**config.mk**
```make
export PLATFORM = sky130hd
export DESIGN_NAME = gray_conv_pipe
export DESIGN_NICKNAME = d
export VERILOG_FILES = /design/src/rtl/gray_pkg.sv /design/src/rtl/gray_seq_monitor.sv /design/src/rtl/gray_conv_pipe.sv
export SDC_FILE = /design/constraint.sdc
export NUM_CORES = 1
export LEC_CHECK = 0
export CORE_ASPECT_RATIO = 0.75
export CORE_UTILIZATION = 55
export CTS_BUF_LIST = sky130_fd_sc_hd__clkbuf_8
export CTS_CLUSTER_SIZE = 28
export DETAILED_ROUTE_END_ITERATION = 12
export HOLD_SLACK_MARGIN = 0.05
export PLACE_DENSITY = 0.86
export SLEW_MARGIN = 20
export SYNTH_ARGS = -nofsm -noshare
export SYNTH_HDL_FRONTEND = slang
export SYNTH_SLANG_ARGS = --single-unit
```
**constraint.sdc**
```tcl
create_clock -name clk -period 4.5 [get_ports clk]
set_clock_uncertainty 0.05 [all_clocks]
set_input_delay 0.9 -clock clk [delete_from_list [all_inputs] [get_ports clk]]
set_output_delay 0.9 -clock clk [all_outputs]
set_load 0.02 [all_outputs]
```
**src/rtl/gray_pkg.sv**
```systemverilog
// Shared definitions for the Gray/binary conversion pipeline.
//  DIR_G2B / DIR_B2G : per-beat direction codes
//  bin2gray()        : full binary->Gray conversion (operates on MAX_W bits)
//  gray2bin_chunk()  : finalises bits [hi:lo] of a partly converted Gray word
//  popcount()        : number of set bits, used by the sequence monitor
package gray_pkg;

    localparam logic DIR_G2B = 1'b0;
    localparam logic DIR_B2G = 1'b1;
    localparam int   MAX_W   = 32;

    function automatic logic [MAX_W-1:0] bin2gray(input logic [MAX_W-1:0] b);
        return b ^ (b >> 1);
    endfunction

    // Bits above hi are already binary, bits [hi:lo] are still Gray, bits below
    // lo are left untouched. The running bit starts as bit hi+1 (zero above the
    // data width, which makes the MSB copy straight through).
    function automatic logic [MAX_W-1:0] gray2bin_chunk(input logic [MAX_W-1:0] w,
                                                        input int hi,
                                                        input int lo);
        logic [MAX_W-1:0] r;
        logic             run;
        r   = w;
        run = 1'b0;
        for (int i = MAX_W - 1; i >= 0; i--) begin
            if (i > hi) begin
                run = w[i];
            end else if (i >= lo) begin
                r[i] = run ^ w[i];
                run  = r[i];
            end else begin
                r[i] = w[i];
            end
        end
        return r;
    endfunction

    function automatic logic [5:0] popcount(input logic [MAX_W-1:0] v);
        logic [5:0] c;
        c = 6'd0;
        for (int i = 0; i < MAX_W; i++) begin
            c = c + {5'd0, v[i]};
        end
        return c;
    endfunction

endpackage

```
**src/rtl/gray_seq_monitor.sv**
```systemverilog
// Gray sequence monitor: remembers the last accepted Gray-mode code and flags
// any accepted Gray beat that does not differ from it in exactly one bit.
//  clk, rst_n  : clock, async active-low reset
//  acc_i       : a Gray-mode (gray->binary) beat is accepted this cycle
//  data_i      : the accepted code
//  clr_i       : empties the history and zeroes the counter
//  viol_o      : combinational violation flag for the beat being accepted
//  err_cnt_o   : registered saturating violation count
module gray_seq_monitor
    import gray_pkg::*;
#(
    parameter int WIDTH = 8,
    parameter int CNT_W = 8
) (
    input  logic             clk,
    input  logic             rst_n,
    input  logic             acc_i,
    input  logic [WIDTH-1:0] data_i,
    input  logic             clr_i,
    output logic             viol_o,
    output logic [CNT_W-1:0] err_cnt_o
);

    localparam logic [CNT_W-1:0] CNT_MAX = '1;
    localparam logic [CNT_W-1:0] CNT_ONE = CNT_W'(1);

    logic             hist_vld_q, hist_vld_d;
    logic [WIDTH-1:0] last_q, last_d;
    logic [CNT_W-1:0] cnt_q, cnt_d;
    logic             viol_s;

    // Violation detect, history update and saturating count
    always_comb begin
        viol_s     = 1'b0;
        hist_vld_d = hist_vld_q;
        last_d     = last_q;
        cnt_d      = cnt_q;
        // A clear coinciding with a beat means the history counts as empty.
        if (acc_i && hist_vld_q && !clr_i) begin
            viol_s = (popcount(MAX_W'(data_i ^ last_q)) != 6'd1);
        end else begin
            viol_s = 1'b0;
        end
        if (acc_i) begin
            hist_vld_d = 1'b1;
            last_d     = data_i;
        end else if (clr_i) begin
            hist_vld_d = 1'b0;
        end else begin
            hist_vld_d = hist_vld_q;
        end
        if (clr_i) begin
            cnt_d = '0;
        end else if (viol_s && (cnt_q != CNT_MAX)) begin
            cnt_d = cnt_q + CNT_ONE;
        end else begin
            cnt_d = cnt_q;
        end
    end

    // Monitor state registers
    always_ff @(posedge clk or negedge rst_n) begin
        if (!rst_n) begin
            hist_vld_q <= 1'b0;
            last_q     <= '0;
            cnt_q      <= '0;
        end else begin
            hist_vld_q <= hist_vld_d;
            last_q     <= last_d;
            cnt_q      <= cnt_d;
        end
    end

    assign viol_o    = viol_s;
    assign err_cnt_o = cnt_q;

endmodule

```
**src/rtl/gray_conv_pipe.sv**
```systemverilog
// Streaming Gray<->binary converter with STAGES register stages and
// valid/ready flow control. Gray->binary beats are resolved one MSB-first
// chunk per stage; binary->Gray beats are finished in stage 0.
//  clk, rst_n           : clock, async active-low reset
//  in_valid/in_ready    : input handshake; in_data code, in_dir direction
//  out_valid/out_ready  : output handshake; out_data, out_dir, out_err
//  err_cnt, err_clr     : saturating violation count and its clear
module gray_conv_pipe
    import gray_pkg::*;
#(
    parameter int WIDTH    = 8,
    parameter int STAGES   = 2,
    parameter int CHECK_EN = 1,
    parameter int CNT_W    = 8
) (
    input  logic             clk,
    input  logic             rst_n,
    input  logic             in_valid,
    output logic             in_ready,
    input  logic [WIDTH-1:0] in_data,
    input  logic             in_dir,
    output logic             out_valid,
    input  logic             out_ready,
    output logic [WIDTH-1:0] out_data,
    output logic             out_dir,
    output logic             out_err,
    output logic [CNT_W-1:0] err_cnt,
    input  logic             err_clr
);

    localparam int CH = (WIDTH + STAGES - 1) / STAGES;

    logic              init_q;
    logic [STAGES-1:0] vld_q, dir_q, err_q;
    logic [WIDTH-1:0]  dat_q [STAGES];
    logic [STAGES-1:0] rdy_s;
    logic [STAGES-1:0] up_vld_s, up_dir_s, up_err_s;
    logic [WIDTH-1:0]  dat_d [STAGES];
    logic              acc_s, viol_s;

    // Ready chain: a stage can load when empty or when it drains this cycle
    always_comb begin
        logic run;
        rdy_s = '0;
        run   = out_ready;
        for (int s = STAGES - 1; s >= 0; s--) begin
            run      = !vld_q[s] || run;
            rdy_s[s] = run;
        end
    end

    // init_q keeps in_ready low until the first edge after reset release.
    assign in_ready = init_q && rdy_s[0];
    assign acc_s    = in_valid && in_ready;

    // Upstream beat and next data for every stage
    always_comb begin
        int hi;
        int lo;
        hi       = 0;
        lo       = 0;
        up_vld_s = '0;
        up_dir_s = '0;
        up_err_s = '0;
        for (int s = 0; s < STAGES; s++) begin
            dat_d[s] = '0;
        end
        up_vld_s[0] = acc_s;
        up_dir_s[0] = in_dir;
        up_err_s[0] = viol_s && (in_dir == DIR_G2B);
        lo          = (WIDTH - CH > 0) ? (WIDTH - CH) : 0;
        if (in_dir == DIR_B2G) begin
            dat_d[0] = WIDTH'(bin2gray(MAX_W'(in_data)));
        end else begin
            dat_d[0] = WIDTH'(gray2bin_chunk(MAX_W'(in_data), WIDTH - 1, lo));
        end
        for (int s = 1; s < STAGES; s++) begin
            up_vld_s[s] = vld_q[s-1];
            up_dir_s[s] = dir_q[s-1];
            up_err_s[s] = err_q[s-1];
            // A chunk past bit 0 (hi < lo) leaves the word unchanged.
            hi = WIDTH - 1 - s * CH;
            lo = (hi - CH + 1 > 0) ? (hi - CH + 1) : 0;
            if (dir_q[s-1] == DIR_B2G) begin
                dat_d[s] = dat_q[s-1];
            end else begin
                dat_d[s] = WIDTH'(gray2bin_chunk(MAX_W'(dat_q[s-1]), hi, lo));
            end
        end
    end

    // Pipeline stage registers
    always_ff @(posedge clk or negedge rst_n) begin
        if (!rst_n) begin
            init_q <= 1'b0;
            vld_q  <= '0;
            dir_q  <= '0;
            err_q  <= '0;
            for (int s = 0; s < STAGES; s++) begin
                dat_q[s] <= '0;
            end
        end else begin
            init_q <= 1'b1;
            for (int s = 0; s < STAGES; s++) begin
                if (rdy_s[s]) begin
                    vld_q[s] <= up_vld_s[s];
                    if (up_vld_s[s]) begin
                        dat_q[s] <= dat_d[s];
                        dir_q[s] <= up_dir_s[s];
                        err_q[s] <= up_err_s[s];
                    end
                end
            end
        end
    end

    assign out_valid = vld_q[STAGES-1];
    assign out_data  = dat_q[STAGES-1];
    assign out_dir   = dir_q[STAGES-1];
    assign out_err   = err_q[STAGES-1];

    generate
        if (CHECK_EN != 0) begin : g_mon
            gray_seq_monitor #(
                .WIDTH (WIDTH),
                .CNT_W (CNT_W)
            ) u_mon (
                .clk       (clk),
                .rst_n     (rst_n),
                .acc_i     (acc_s && (in_dir == DIR_G2B)),
                .data_i    (in_data),
                .clr_i     (err_clr),
                .viol_o    (viol_s),
                .err_cnt_o (err_cnt)
            );
        end else begin : g_nomon
            assign viol_s  = 1'b0;
            assign err_cnt = '0;
        end
    endgenerate

endmodule

```
# Yosys cells after proc, flatten, opt, wreduce, memory -nomap -nowiden
# Cells that the tools add are included.
dict set report word_totals {
  reg_bits 40
  in_bits 14
  word_cells 88
}
dict set report op_classes {
  n_mux 15
  addsub 32
  eq_ne 2
  bitwise_logic 11
  n_reduce_logical 16
}
# cell n
set op_table {}
lappend op_table {{adder 6 x 1 -> 6 bit, second input constant} 24}
lappend op_table {{adder 6 x 1 -> 6 bit} 6}
lappend op_table {{two-way mux 8 bit} 3}
lappend op_table {{two-way mux 1 bit} 11}
lappend op_table {{adder 8 x 1 -> 8 bit, second input constant} 1}
lappend op_table {{!= test 8 bit, second input constant} 1}
lappend op_table {{XOR 1 bit} 8}
lappend op_table {{XOR 8 x 7 -> 8 bit} 1}
lappend op_table {{XOR 8 bit} 1}
lappend op_table {{logical AND 1 bit} 7}
lappend op_table {{!= test 6 x 1 -> 1 bit, second input constant} 1}
lappend op_table {{two-way mux 4 bit} 1}
lappend op_table {{AND reduction 2 bit} 2}
lappend op_table {{nonzero test 2 bit} 2}
lappend op_table {{zero test 1 bit} 3}
lappend op_table {{adder 1 x 1 -> 2 bit} 1}
lappend op_table {{logical OR 1 bit} 2}
lappend op_table {{NOT 1 bit} 1}

# Longest topological paths before layout
dict set report logic_depth {
  ltp_word 37
  depth_mapped 12
}

# By module
# From an unflattened synthesis, not the netlist that was laid out.
dict set report unflattened {
  hier_cells 189
  hier_area_um2 2099.5
}
# mod instances seq_area_each_um2 area_each_um2 cells_per_inst
set by_module_without_submodules {}
lappend by_module_without_submodules {gray_conv_pipe 1 575.6 1082.3 101}
lappend by_module_without_submodules {gray_seq_monitor 1 425.4 1017.2 88}

# Worst setup path before layout
# OpenSTA, ideal clock, no wires.
dict set report synth_path {
  path_kind {input-to-reg}
  from {input in_data[3]}
  to {register g_mon.u_mon.cnt_q[1] (netlist: g_mon.u_mon.err_cnt_o[1])}
  arrival_ps 3837
  cell_stages 10
  path_buffers 1
  setup_slack_ps 483
  required_ps 4320
  cell_sequence {xnor2_1 fa_1 fa_1 fa_1 fa_1 o31a_1 o2111ai_1 buf_4 mux2i_1 nor2_1}
}
dict set report synth_via {
  elab_chain_cells 34
}
# item line_no
set synth_lines {}
lappend synth_lines {{from (decl)} gray_conv_pipe.sv:20} ;# input logic [WIDTH-1:0] in_data,
lappend synth_lines {{XOR 8 bit} gray_seq_monitor.sv:40} ;# viol_s = (popcount(MAX_W'(data_i ^ last_q)) != 6'd1);
lappend synth_lines {{adder 6 x 1 -> 6 bit (29 in series)} gray_pkg.sv:43} ;# c = c + {5'd0, v[i]};
lappend synth_lines {{!= test 6 x 1 -> 1 bit} gray_seq_monitor.sv:40}
lappend synth_lines {{two-way mux 1 bit} gray_seq_monitor.sv:39} ;# if (acc_i && hist_vld_q && !clr_i) begin
lappend synth_lines {{logical AND 1 bit} gray_seq_monitor.sv:54} ;# end else if (viol_s && (cnt_q != CNT_MAX)) begin
lappend synth_lines {{nonzero test 2 bit (no source line)} -}
lappend synth_lines {{to (signal assigned)} gray_seq_monitor.sv:70} ;# cnt_q <= cnt_d;
lappend synth_lines {{to (decl)} gray_seq_monitor.sv:29} ;# logic [CNT_W-1:0] cnt_q, cnt_d;
# No other way between the ends.
# A chain may end at the register's enable or synchronous reset.

# Worst setup path in the final report
dict set report layout_path {
  from {input in_data[2]}
  to {register g_mon.u_mon.cnt_q[4] (netlist: g_mon.u_mon.err_cnt_o[4])}
}
dict set report layout_via {
  elab_chain_cells 35
}
# item line_no
set layout_lines {}
lappend layout_lines {{XOR 8 bit} gray_seq_monitor.sv:40}
lappend layout_lines {{adder 6 x 1 -> 6 bit (30 in series)} gray_pkg.sv:43}
lappend layout_lines {{!= test 6 x 1 -> 1 bit} gray_seq_monitor.sv:40}
lappend layout_lines {{two-way mux 1 bit} gray_seq_monitor.sv:39}
lappend layout_lines {{logical AND 1 bit} gray_seq_monitor.sv:54}
lappend layout_lines {{nonzero test 2 bit (no source line)} -}
# No other way between the ends.

==> flow_metrics.py <==
metrics = {
    "setup_path": {
        "rr_startpoint": "g_mon.u_mon.last_q[2]",
        "crit_type": "input port to register",
        "r2r_slack_ps": 770,
        "crit_path_end_kind": "register",
        "rr_worst_depth": 11,
        "reg2reg_to": "g_mon.u_mon.err_cnt_o[4]",
        "cp_cell_sequence": "clkdlybuf4s50_1, xnor2_2, fa_1, fa_1, fa_2, fa_2, o211ai_1, o2111ai_1, buf_4, buf_4, or3_1, a21oi_1",
        "critPathArrivalTime_ps": 4580,
        "cp_slowest_cell": "fa_1",
        "cp_max_fo": 6,
        "worst_setup_path_start_kind": "input port",
        "max_stage_delay_ps": 560,
        "crit_required_ps": 4670,
    },
    "sta": {
        "fin_crit_sh": 0.980,
        "slew_headroom": 0.422,
        "final-setup-viol-count": 0,
        "layout_min_cycle_time_ps": 4410,
        "slew_violations": 0,
        "clock.fmax_mhz": 227,
        "setup_tns_ps": 0,
        "timing_hold_violations_final": 0,
        "tightest_slew_ps": 867,
    },
    "clock_tree": {
        "worst_skew_pair.late_latency_ps": 300,
        "cts_hold_buffers": 0,
        "htree_levels": 2,
        "root_buffer": "clkbuf_8",
        "cts.clk_slew.worst_paths_ps": 80,
        "cts.path.max_buffers": 2,
        "cts_made_buffers": 5,
        "cts_tree": "built",
        "clkSinkCount": 40,
    },
    "logic_synthesis": {
        "syn_inst": 189,
        "synthTopCellsByCount": "40 x dfrtp_1, 23 x nand2_1, 14 x mux2_2, 14 x o21ai_0, 14 x xnor2_1",
        "yosysTopAreaCell": "dfrtp_1",
        "ys_ff_latch": 40,
        "yosys.area_share.simple": 0.112,
        "synthTopCellsByArea": "dfrtp_1 48%, mux2_2 7.6%, xnor2_1 5.9%, xor2_1 4.2%, nand2_1 4.2%",
        "muxShareOfSynthArea": 0.0811,
        "yosysMostFrequentCell": "dfrtp_1",
        "async_flop_share": 1.00,
        "synth_compound_area_frac": 0.0884,
        "synth_top_family_by_area": "XOR/XNOR gates",
        "synth.distinct_cells": 34,
        "synth_xor_area_frac": 0.113,
        "ys_seq_area_frac": 0.484,
        "synth_area_um2": 2070,
        "synth_nets": 211,
        "syn_area_per_cell_um2": 10.9,
        "synth_top_area_frac": 0.484,
        "synth_fa_ha_area_frac": 0.0630,
        "synth_edf_count": 0,
        "synth-main-ff-cell": "dfrtp_1",
        "ys.warnings.count": 0,
    },
    "pwr": {
        "p_int_mw": 0.820,
        "pwr-share-seq": 0.383,
        "switching_share": 0.329,
        "pwr-share-comb": 0.380,
        "peakVddDrop_mv": 0.359,
        "clockPowerShare": 0.237,
        "cellPowerDensity_nw_per_um2": 475,
        "p_leak_nw": 1.13,
        "switchingPower_mw": 0.402,
    },
    "global_route": {
        "grt-ovfl-total": 0,
        "grt_pass1_wl_mm": 6.40,
        "track_usage": 0.223,
        "first_global_vias": 1424,
        "antenna_found_initial": 0,
        "grt_max_degree": 41,
    },
    "floorplan": {
        "coreArea_um2": 3450,
        "die_h_um": 55.1,
        "io_pins": 34,
        "die_area_um2": 4010,
        "rows": 18,
        "initial_core_util": 0.600,
        "die_w_um": 72.8,
    },
    "place": {
        "placed_area_um2": 2430,
        "globalplace.congestion": 0.860,
        "dp_hpwl_mm": 2.97,
        "port-buffer-count": 33,
        "dp_cells": 267,
    },
    "detailed_routing": {
        "final_antenna_net_count": 0,
        "num_vias": 1517,
        "viasPerCell": 5.48,
        "wirelength_mm": 4.31,
        "firstDrtPassIters": 4,
        "avgRoutedWirePerCell_um": 15.6,
        "drtIter0Drc": 73,
        "drcViolationCount": 0,
    },
    "cells_and_area": {
        "final_cell_area_um2": 2570,
        "fillers": 238,
        "layout.nets": 248,
        "synthToLayoutAreaGrowth_pct": 24.5,
        "diodes": 0,
        "layout-drive-gt1-share": 0.163,
        "multiInputGateArea_um2": 968,
        "utilization": 0.747,
        "final_cells": 277,
        "register_area_um2": 1000,
    },
    "job": {
        "maxCapViolations": 0,
    },
    "worst_hold_path": {
        "worstHoldEndpoint": "err_q[0]",
        "hp-class": "register to register",
        "hp-start": "err_q[0]",
        "worstHoldPathCells": 2,
    },
    "status": {
        "outcome": "complete, no violations",
    },
}
## per-layer routing
layer  wire length, µm  GRT usage  vias to the layer above
met3               183     0.0489                       23
met5                 0          0                        -
met2              2200      0.408                       52
met4               137     0.0948                        0
met1              1780      0.261                      739
li1                  -          -                      703
## what timing repair did
| action | 4_1_cts | 5_1_grt |
|---|---|---|
| setup endpoints to repair | 0 | 4 |
| gates resized for setup | 0 | 4 |
| buffers inserted | 0 | 2 |
## area by class of cell
class	count	area share
flip-flops and latches	40	0.389
multi-input cells	127	0.376
repair buffers	43	0.156
clock buffers	5	0.0267
well taps	50	0.0243
clock inverters	3	0.0151
inverters	9	0.0131
## flip-flops by register name, indices dropped and copies added, names as in the netlist
signal,cells
dat_q,8
dir_q,2
err_q,2
g_mon.u_mon.err_cnt_o,8
g_mon.u_mon.hist_vld_q,1
g_mon.u_mon.last_q,8
init_q,1
out_data,8
vld_q,2
## how the worst max path moves through the flow
stage | startpoint | endpoint | slack (ps)
after CTS | in_data[3] | g_mon.u_mon.err_cnt_o[5] | 7
final | in_data[2] | g_mon.u_mon.err_cnt_o[4] | 90
after global placement | in_data[2] | g_mon.u_mon.err_cnt_o[5] | -190
after floorplan | in_data[3] | g_mon.u_mon.err_cnt_o[1] | 480
after detailed placement | in_data[3] | g_mon.u_mon.err_cnt_o[5] | -280
after global routing | in_data[2] | g_mon.u_mon.err_cnt_o[5] | -20
## critical path, delay by kind of cell
kind	cells	cell delay (ps)
AO/OA/AOI/OAI	3	530
buffers and inverters	3	790
XOR/XNOR	1	170
adder cells (fa/ha/maj)	4	1820
AND/OR/NAND/NOR	1	340
## layout by cell type, fill, tap and decap left out, types with 5 or more instances in the layout
| cell type | n |
|---|---|
| nor2_1 | 6 |
| clkdlybuf4s50_1 | 32 |
| buf_4 | 10 |
| xnor2_1 | 12 |
| dfrtp_1 | 40 |
| o21ai_0 | 14 |
| mux2_2 | 14 |
| a21oi_1 | 5 |
| clkbuf_8 | 5 |
| nand2_1 | 23 |
| inv_1 | 10 |
| xor2_1 | 10 |
## stage by stage
| step | hold WS (ps) | total power [mW] | setup slack, ps |
|---|---|---|---|
| 2_1_floorplan | 393 | 0.790 | 483 |
| 3_3_place_gp | 410 | 0.876 | -188 |
| 3_5_place_dp | 410 | 0.908 | -282 |
| 4_1_cts | 436 | 1.20 | 6.92 |
| 5_1_grt | 458 | 1.29 | -16.2 |
| 6_report | 430 | 1.22 | 91.1 |
## power by group through the flow
stage               combinational (mW)  sequential [mW]  clock [mW]
floorplan                        0.320            0.470           0
global placement                 0.408            0.468           0
detailed placement               0.433            0.475           0
CTS                              0.444            0.467       0.292
global route                     0.511            0.476       0.303
finish                           0.464            0.468       0.290
## logic make-up after synthesis
| family | after synthesis |
|---|---|
| and+or+nand+nor | 48 |
| DFF | 40 |
| AOI/OAI and AO/OA | 30 |
| xor gates and xnor gates | 25 |
| buffers and inverters | 22 |
| muxes | 15 |
| adders and majority gates | 8 |
| other | 1 |
Power figures use the tool's default switching activity.
